$ cat src/rtl/la_pkg.sv
// Shared logic-analyzer package: dump FSM state type, channel codes and the
// default sample RAM geometry shared with the capture controller.
// DUMP_CRC_EN adds the checksum state to dump_state_t.
package la_pkg;

  localparam int DEF_ENTRIES = 384;
  localparam int DEF_LOG2    = 9;

  localparam logic [2:0] CH1 = 3'd1;
  localparam logic [2:0] CH2 = 3'd2;
  localparam logic [2:0] CH3 = 3'd3;
  localparam logic [2:0] CH4 = 3'd4;
  localparam logic [2:0] CH5 = 3'd5;

  typedef enum logic [2:0] {
    ST_IDLE,
    ST_READ,
    ST_SEND,
`ifdef DUMP_CRC_EN
    ST_WAIT,
    ST_CRC
`else
    ST_WAIT
`endif
  } dump_state_t;

  function automatic logic chan_valid(input logic [2:0] chan);
    return (chan >= CH1) && (chan <= CH5);
  endfunction

endpackage

$ cat src/rtl/dump_addr_gen.sv
// Modulo-ENTRIES read address counter with a sample counter that flags the
// last sample of a dump. Load takes priority over increment.
module dump_addr_gen #(
  parameter int ENTRIES = 384,
  parameter int LOG2    = 9
) (
  input  logic            clk,
  input  logic            rst_n,
  input  logic            load,
  input  logic [LOG2-1:0] load_addr,
  input  logic            inc,
  output logic [LOG2-1:0] addr,
  output logic            last
);

  localparam logic [LOG2-1:0] TOP = LOG2'(ENTRIES - 1);

  logic [LOG2-1:0] addr_q, addr_d;
  logic [LOG2-1:0] cnt_q, cnt_d;

  // next address / count; wrap is explicit since ENTRIES need not be a power of two
  always_comb begin
    addr_d = addr_q;
    cnt_d  = cnt_q;
    if (load) begin
      addr_d = load_addr;
      cnt_d  = '0;
    end else if (inc) begin
      addr_d = (addr_q == TOP) ? '0 : addr_q + 1'b1;
      cnt_d  = cnt_q + 1'b1;
    end
  end

  // address and count registers
  always_ff @(posedge clk or negedge rst_n) begin
    if (!rst_n) begin
      addr_q <= '0;
      cnt_q  <= '0;
    end else begin
      addr_q <= addr_d;
      cnt_q  <= cnt_d;
    end
  end

  assign addr = addr_q;
  assign last = (cnt_q == TOP);

endmodule

$ cat src/rtl/dump_ctrl.sv
// Streams one channel's sample buffer, oldest first, to the UART transmitter.
// Optional DUMP_CRC_EN appends a two's-complement checksum byte.
//
// state | meaning
// IDLE  | waiting for a dump command
// READ  | RAM read latency cycle
// SEND  | capture RAM byte into tx_data, request transmit
// WAIT  | waiting for UART tx_done
// CRC   | send checksum byte and wait for its tx_done (DUMP_CRC_EN only)
module dump_ctrl
  import la_pkg::*;
#(
  parameter int ENTRIES = DEF_ENTRIES,
  parameter int LOG2    = DEF_LOG2
) (
  input  logic            clk,
  input  logic            rst_n,
  input  logic            dump,
  input  logic [2:0]      dump_chan,
  input  logic [LOG2-1:0] waddr,
  input  logic [7:0]      rdata_ch1,
  input  logic [7:0]      rdata_ch2,
  input  logic [7:0]      rdata_ch3,
  input  logic [7:0]      rdata_ch4,
  input  logic [7:0]      rdata_ch5,
  input  logic            tx_done,
  output logic [LOG2-1:0] raddr,
  output logic [7:0]      tx_data,
  output logic            trmt,
  output logic            busy,
  output logic            dump_done,
  output logic            dump_err
);

  dump_state_t state_q, state_d;
  logic [2:0]  chan_q, chan_d;
  logic [7:0]  tx_data_q, tx_data_d;
  logic        trmt_q, trmt_d;
  logic        busy_q, busy_d;
  logic        dump_done_q, dump_done_d;
  logic        dump_err_q, dump_err_d;
  logic        addr_load, addr_inc, addr_last;
  logic [7:0]  rdata_sel;
`ifdef DUMP_CRC_EN
  logic [7:0]  sum_q, sum_d;
  logic        crc_sent_q, crc_sent_d;
`endif

  dump_addr_gen #(.ENTRIES(ENTRIES), .LOG2(LOG2)) u_addr (
    .clk       (clk),
    .rst_n     (rst_n),
    .load      (addr_load),
    .load_addr (waddr),
    .inc       (addr_inc),
    .addr      (raddr),
    .last      (addr_last)
  );

  // select the latched channel's RAM output
  always_comb begin
    rdata_sel = 8'h00;
    case (chan_q)
      CH1:     rdata_sel = rdata_ch1;
      CH2:     rdata_sel = rdata_ch2;
      CH3:     rdata_sel = rdata_ch3;
      CH4:     rdata_sel = rdata_ch4;
      CH5:     rdata_sel = rdata_ch5;
      default: rdata_sel = 8'h00;
    endcase
  end

  // next-state and registered-output logic
  always_comb begin
    state_d     = state_q;
    chan_d      = chan_q;
    tx_data_d   = tx_data_q;
    trmt_d      = 1'b0;
    busy_d      = busy_q;
    dump_done_d = 1'b0;
    dump_err_d  = 1'b0;
    addr_load   = 1'b0;
    addr_inc    = 1'b0;
`ifdef DUMP_CRC_EN
    sum_d       = sum_q;
    crc_sent_d  = crc_sent_q;
`endif
    case (state_q)
      ST_IDLE: begin
        if (dump) begin
          if (chan_valid(dump_chan)) begin
            chan_d    = dump_chan;
            addr_load = 1'b1;
            busy_d    = 1'b1;
            state_d   = ST_READ;
`ifdef DUMP_CRC_EN
            sum_d     = 8'h00;
`endif
          end else begin
            dump_err_d = 1'b1;
          end
        end
      end
      ST_READ: state_d = ST_SEND;
      ST_SEND: begin
        tx_data_d = rdata_sel;
        trmt_d    = 1'b1;
        state_d   = ST_WAIT;
`ifdef DUMP_CRC_EN
        sum_d     = sum_q + rdata_sel;
`endif
      end
      ST_WAIT: begin
        if (tx_done) begin
          if (addr_last) begin
`ifdef DUMP_CRC_EN
            crc_sent_d  = 1'b0;
            state_d     = ST_CRC;
`else
            busy_d      = 1'b0;
            dump_done_d = 1'b1;
            state_d     = ST_IDLE;
`endif
          end else begin
            addr_inc = 1'b1;
            state_d  = ST_READ;
          end
        end
      end
`ifdef DUMP_CRC_EN
      ST_CRC: begin
        // first cycle issues the checksum; tx_done only counts after that
        if (!crc_sent_q) begin
          tx_data_d  = 8'h00 - sum_q;
          trmt_d     = 1'b1;
          crc_sent_d = 1'b1;
        end else if (tx_done) begin
          busy_d      = 1'b0;
          dump_done_d = 1'b1;
          state_d     = ST_IDLE;
        end
      end
`endif
      default: state_d = ST_IDLE;
    endcase
  end

  // state and output registers
  always_ff @(posedge clk or negedge rst_n) begin
    if (!rst_n) begin
      state_q     <= ST_IDLE;
      chan_q      <= CH1;
      tx_data_q   <= 8'h00;
      trmt_q      <= 1'b0;
      busy_q      <= 1'b0;
      dump_done_q <= 1'b0;
      dump_err_q  <= 1'b0;
`ifdef DUMP_CRC_EN
      sum_q       <= 8'h00;
      crc_sent_q  <= 1'b0;
`endif
    end else begin
      state_q     <= state_d;
      chan_q      <= chan_d;
      tx_data_q   <= tx_data_d;
      trmt_q      <= trmt_d;
      busy_q      <= busy_d;
      dump_done_q <= dump_done_d;
      dump_err_q  <= dump_err_d;
`ifdef DUMP_CRC_EN
      sum_q       <= sum_d;
      crc_sent_q  <= crc_sent_d;
`endif
    end
  end

  assign tx_data   = tx_data_q;
  assign trmt      = trmt_q;
  assign busy      = busy_q;
  assign dump_done = dump_done_q;
  assign dump_err  = dump_err_q;

endmodule

$ cat config.mk
export PLATFORM = sky130hd
export DESIGN_NAME = dump_ctrl
export DESIGN_NICKNAME = d
export VERILOG_FILES = /design/src/rtl/la_pkg.sv /design/src/rtl/dump_addr_gen.sv /design/src/rtl/dump_ctrl.sv
export SDC_FILE = /design/constraint.sdc
export NUM_CORES = 1
export LEC_CHECK = 0
export CAP_MARGIN = 20
export CORE_AREA = 2 2 70 72
export CTS_CLUSTER_DIAMETER = 120
export DETAILED_ROUTE_END_ITERATION = 7
export DIE_AREA = 0 0 72 74
export PLACE_DENSITY = 0.92
export SETUP_SLACK_MARGIN = 0.3
export SLEW_MARGIN = 20
export SYNTH_ARGS = -nofsm -noshare
export SYNTH_HDL_FRONTEND = slang
export SYNTH_SLANG_ARGS = --single-unit
$ cat constraint.sdc
create_clock -name clk -period 3.5 [get_ports clk]
set_input_delay 0.525 -clock clk [delete_from_list [all_inputs] [get_ports clk]]
set_output_delay 0.525 -clock clk [all_outputs]
set_load 0.01 [all_outputs]
==> impl_results.md, run 1 <==
* Prevailing post-synth register cell: dfrtp_1
* Critical Path End Type: flop
* Via/cell ratio at roughly 5.7
* Syn Nets at 287
* N_diodes at 0
* Commonest non-fill, non-tap cell in the layout: clkdlybuf4s50_1
* Final Cycle Share at 64.7%
* HP Start: tx_data[0]
* Slew at the pin with the worst max-slew slack at 784 ps
* Die W at between 70 and 80 µm
* Placement row count at 25
* Wire length per cell at 15.8 µm
* Sequential area share after synthesis at a little over two fifths
* Synth area leader: dfrtp_1
* Yosys reg bits at 35
* Crit Path Class: primary input to flop
* Syn Area/Cell at 9.23 µm²
* Fmax at between 400 and 500 MHz
* Hold Crit Class: flop to flop
* CP Launch Type: primary input
* Critical Path RT at 3700 ps
* Setup_tns at 0 ps
* Area grow syn2layout at 43.0%
* Post-Route WL at 5.57 mm
* Status: finished clean
* Antenna violations before repair at 0
* Fin Clk Skew at 1.55 ps
* Max clock buf depth at 2
* Leak at 1.23 nW
* CTS tree: done
* Top Ports at 77
* GP Congestion at ~0.88
* EDFF count, synth at 0
* GRT overflow at 0
* Num CTS Buffers at 5
* Max-cap violation count at 0
* Library cells used by synthesis at 42
* FF-to-FF setup slack at between 1000 and 1500 ps
* Port bufs at 76
* YS warnings at 0
* Sink Count at 35
* Core ar. at around 0.0046 mm²
* Layout Nets at 359
* Post-Syn Area at 0.00209 mm²
* CTS root buf: clkbuf_8
* Global-route wire length before repair at around 8.8 mm
* CP startpoint: tx_done
* CTS-repair resized insts at 0
* Crit-path max FO at 14
* Max Slew Vio Count at 0
* RSZ-0062 raised after global routing: false
* Worst reg-to-reg path cell count at 5
* RR Startpoint: u_addr.cnt_q[0]
* Initial core utilization at a little under half
* Power Density at 672 mW/mm²
* Number of setup buffers added after CTS at 0
* Top cell type's share of synthesized area at 40.8%
* Die Height at 74 µm
* Post-DRT Antenna Nets at 0
* DR iter-0 viols at 64
* Async S/R FF share, synth at 100%
* Hold bufs inserted after CTS at 0
* DP Wirelength at between 4 and 5 mm
* Tmin final at 2270 ps
* Layout cells sized above 1 at 7.36%
* Via count at 2008
* Hold Crit Endpoint: tx_data[0]
* Number of global-route vias before repair at 1881
* # DRC at 0
* Fin util at between 60% and 70%
* Worst Path Arrival at 2470 ps
* Final Hold Fails at 0
* Worst hold stages at 2
* Slew HR at 47.4%
* Clk_lat worst skew at 290 ps
* VDD IR-drop max at 0.000392 V
* Worst-path clk slew at 70 ps
* Drt pass-1 iters at 4
* Final Setup Violations at 0
* Cells after Synth at 226
* Largest net degree at the start of global routing at 36
* R2r endpoint: u_addr.addr[8]
* Die area at 0.00533 mm²
* Area contributors post-synth: dfrtp_1, nand2_1, mux2_2, mux2i_1, o21ai_0
* Hold_ws at 531 ps
* Htree depth at 2
* All-Layer GR Usage at 21.6%
* Most frequent cells in the layout: clkdlybuf4s50_1, dfrtp_1, nand2_1
-- logic make-up (layout without fill, tap and decap cells) --
logic type	count (synthesis)	in the layout	synth area share [%]
AO/OA/AOI/OAI	58	58	18.3
multiplexers	19	19	9.65
buffers and inverters	23	96	4.68
flip-flops	35	35	42.0
AND/OR/NAND/NOR	80	80	19.8
XOR/XNOR	6	6	2.52
adder cells (fa/ha/maj)	5	5	3.00
-- layout make-up --
| cell class | count | area, µm² |
|---|---|---|
| Fill cell | 374 | 1610 |
| Multi-Input combinational cell | 168 | 1110 |
| Sequential cell | 35 | 877 |
| Timing Repair Buffer | 77 | 768 |
| Clock buffer | 6 | 82.6 |
| Tap cell | 54 | 67.6 |
| Inverter | 11 | 41.3 |
| Clock inverter | 2 | 35.0 |
-- routing by layer --
metal	share of wire (%)	track usage, %	vias to the layer above
li1	-	-	978
met1	42	25.0	934
met2	48	38.7	87
met3	8.7	6.23	9
met4	1.7	7.34	0
met5	0	0	-
-- cell usage after synthesis, types with 4 or more instances --
master,count
o22ai_1,8
nand2_1,31
a31oi_1,5
nand3_1,7
or4_1,4
mux2_2,9
o21ai_0,18
nor2_1,13
inv_1,11
mux2i_1,10
dfrtp_1,34
clkbuf_1,8
a21oi_1,8
a221o_1,8
o211ai_1,4
ha_1,5
-- worst max-delay path by stage --
stage,slack (ps),endpoint
floorplan,1660,u_addr.cnt_q[4]
global placement,1070,u_addr.addr[8]
detailed placement,960,u_addr.addr[8]
CTS,1280,u_addr.addr[8]
global route,1140,u_addr.addr[8]
finish,1230,u_addr.addr[8]
-- through the flow --
step	power, mW	setup slack, ps	instance area [µm²]	cells
4_1_cts	2.02	1280	2980	353
2_1_floorplan	1.24	1660	2090	226
3_3_place_gp	1.59	1070	2870	345
3_5_place_dp	1.63	955	2870	345
6_report	2.01	1230	2980	353
5_1_grt	2.14	1140	2980	353
-- registers in the layout, summed over array words and instances, names as in the netlist --
| register | flops |
|---|---|
| trmt | 1 |
| chan_q | 3 |
| u_addr.addr | 9 |
| busy | 1 |
| dump_done | 1 |
| tx_data | 8 |
| dump_err | 1 |
| u_addr.cnt_q | 9 |
| state_q | 2 |
-- critical path, stage by stage --
cell and delay (ps):
clkdlybuf4s50_1 520, and2_1 200, o21ai_1 290, or4b_2 720, a31oi_1 210
-- power by group --
group	switching, mW	internal [mW]	total [mW]	leakage, nW
registers	0.199	0.550	0.749	0.438
logic	0.405	0.479	0.884	0.730
clock network	0.143	0.230	0.373	0.0612
total	0.747	1.26	2.01	1.23
No activity file was read; power rests on OpenSTA's default activity.
==> run 2: changes to the inputs <==
--- a/config.mk
+++ b/config.mk
@@ -6,11 +6,11 @@
 export NUM_CORES = 1
 export LEC_CHECK = 0
 export CAP_MARGIN = 20
-export CORE_AREA = 2 2 70 72
+export CORE_AREA = 2 2 76 78
 export CTS_CLUSTER_DIAMETER = 120
 export DETAILED_ROUTE_END_ITERATION = 7
-export DIE_AREA = 0 0 72 74
-export PLACE_DENSITY = 0.92
+export DIE_AREA = 0 0 78 80
+export PLACE_DENSITY = 0.84
 export SETUP_SLACK_MARGIN = 0.3
 export SLEW_MARGIN = 20
 export SYNTH_ARGS = -nofsm -noshare
==> constraint.sdc (replaced) <==
create_clock -name clk -period 1.9 [get_ports clk]
set_input_delay 0.285 -clock clk [delete_from_list [all_inputs] [get_ports clk]]
set_output_delay 0.285 -clock clk [all_outputs]
set_load 0.01 [all_outputs]
==> run 2 against run 1 <==
Worst setup slack worse by 980 ps. Sequential cell count did not move. Utilization fell by 2.1 points. Die area rose by 17%. Count of clock-buffer cells in the layout fell by 1. Hold slack lost 150 ps. First-iteration DRC count grew 63%.
==> impl_results.md, run 2 (synthesis gave the netlist of run 1 again) <==
* CTS root buf: clkbuf_8
* Net Sw Frac at 36.2% (-1.0 points)
* Area grow syn2layout at 62.6%
* VDD IR-drop max at 0.000709 V (+81%)
* Die area at 0.00624 mm² (+17%)
* Post-DRT Antenna Nets at 0 (unchanged)
* GP Congestion at 0.824 (-6.8%)
* Placement row count at 27 (+8.0%)
* Fin Clk Skew at 6.75 ps (+5.20 ps)
* DP Wirelength at 4.26 mm (+2.4%)
* Combinational fraction of design power at 52.6% (+8.5 points)
* Final Hold Fails at 0 (unchanged)
* Layout Nets at 393 (+9.5%)
* Drt pass-1 iters at 4 (unchanged)
* Crit-path max FO at 4 (-10)
* Worst Path Arrival at 1860 ps (-610 ps)
* Setup_tns at 0 ps (unchanged)
* Overall power at 4.13 mW (+110%)
* DR iter-0 viols at 104 (+63%)
* Hold bufs inserted after CTS at 0 (unchanged)
* Via count at 2116 (+5.4%)
* Max Slew Vio Count at 0 (unchanged)
* Worst-path clk slew at 70 ps (about the same)
* Core ar. at 0.00541 mm² (+18%)
* Slowest-stage cell, CP: dfrtp_1
* Final Setup Violations at 0 (unchanged)
* Die Height at 80 µm (+8.1%)
* Clk_lat worst skew at 290 ps (about the same)
* Tmin final at 1640 ps
* Htree depth at 2 (unchanged)
* Placed Area at 0.00303 mm² (+5.7%)
* CP cell instances: ha_2, and4b_1, a211o_1, or3_1, a21oi_1
* Slowest stage delay, CP at 390 ps (-330 ps)
* Fin area at 0.00339 mm² (+14%)
* Crit Path Class: flop to flop
* Number of global-route vias before repair at 2007 (+6.7%)
* FF-to-FF setup slack at 260 ps (-1060 ps)
* DP Cell Count at 379 (+9.9%)
* Final worst setup slack at 256 ps (-978 ps)
* Slew at the pin with the worst max-slew slack at 499 ps (-285 ps)
* Fin util at 62.8% (-2.1 points)
* Wire length per cell at 14.7 µm (-7.0%)
* # DRC at 0 (unchanged)
* Worst slack, placed at -137 ps (-1090 ps)
* Internal power at 2.63 mW (+110%)
* Power Density at 1220 mW/mm² (+81%)
* Status: finished clean
* Leak at 1.44 nW (+17%)
* Global-route wire length before repair at 9.42 mm (+6.6%)
* Initial core utilization at 38.6% (-6.8 points)
* Max-cap violation count at 0 (unchanged)
* RSZ-0062 raised after global routing: true
* Layout cells sized above 1 at 24.0% (+17 points)
* Slew HR at 66.7% (+19 points)
* Layout Cells excl Fill at 405 (+15%)
* GRT overflow at 0 (unchanged)
* Fillers at 440 (+18%)
* WP buf/inv at 0 (-1)
* Max clock buf depth at 2 (unchanged)
* All-Layer GR Usage at 19.0% (-2.6 points)
* Port bufs at 76 (unchanged)
* CTS tree: done
* Critical Path End Type: flop
* CP top delay family: simple AND/OR/NAND/NOR gates
* Seq pwr share at 31.4% (-5.9 points)
* Top Ports at 77 (unchanged)
* Largest net degree at the start of global routing at 36 (unchanged)
* Antenna violations before repair at 0 (unchanged)
* Via/cell ratio at 5.22 (-8.2%)
* Hold Crit Class: primary input to flop
* Most frequent cells in the layout: clkdlybuf4s50_1, buf_4, nand2_1
* Clock share of power at 16.1% (-2.5 points)
* CP Launch Type: flop
* Final Cycle Share at 86.5%
* Hold_ws at 377 ps (-154 ps)
* NetSw at 1.49 mW (+100%)
* Commonest non-fill, non-tap cell in the layout: clkdlybuf4s50_1
* Num CTS Buffers at 5 (unchanged)
* Die W at 78 µm (+8.3%)
* Post-Route WL at 5.95 mm (+6.7%)
* N_diodes at 0 (unchanged)
* Critical Path RT at 2110 ps (-1590 ps)
* Sink Count at 35 (unchanged)
* Fmax at 608 MHz
run 2: cell types whose count changed in the layout (fill, tap and decap cells not counted), moves of 4 or more:
cell,before,now
buf_4,1,30
dfrtp_1,34,28
mux2_2,9,3
ha_1,5,0
dfrtp_2,0,6
mux2_4,0,6
buf_6,0,4
run 2: repair_timing:
item,CTS,global route
buffers inserted,13,5
endpoints found under the setup margin,20,30
pin swaps,10,20
gates resized for setup,15,25
run 2: metal layers:
| metal | track usage [%] | share of wire, % | routed length, µm |
|---|---|---|---|
| met1 | 21.9 | 41 | 2450 |
| met2 | 34.3 | 49 | 2910 |
| met3 | 6.56 | 9.3 | 552 |
| met4 | 3.86 | 0.61 | 36 |
| met5 | 0 | 0 | 0 |
run 2: final cells by class:
type,instances,area [µm²],area share (%)
Sequential cell,35,885,26.1
Tap cell,72,90.1,2.65
Multi-Input combinational cell,168,1220,36.0
Clock inverter,3,43.8,1.29
Timing Repair Buffer,111,1040,30.7
Inverter,11,41.3,1.22
Clock buffer,5,68.8,2.03
run 2: worst paths after layout:
kind / startpoint / to / depth (start not counted)
max reg2reg: u_addr.cnt_q[0] / u_addr.cnt_q[7] / 5
max in group asynchronous: rst_n / u_addr.addr[2] / 2
min in group asynchronous: rst_n / u_addr.addr[8] / 2
min: dump_chan[0] / chan_q[0] / 3
max: u_addr.cnt_q[0] / u_addr.cnt_q[7] / 5
min reg2reg: chan_q[1] / chan_q[1] / 2
run 2: worst min-delay path, stage by stage:
cell and delay [ps]:
dlygate4sd2_1 270, nand2_1 70, nand2_1 40
run 2: power groups by stage:
stage / clock (mW) / combinational [mW] / sequential, mW
after detailed placement: 0 / 1.81 / 1.31
after global routing: 0.713 / 2.37 / 1.33
after CTS: 0.676 / 2.04 / 1.27
after floorplan: 0 / 1.01 / 1.28
final: 0.663 / 2.17 / 1.29
after global placement: 0 / 1.75 / 1.30
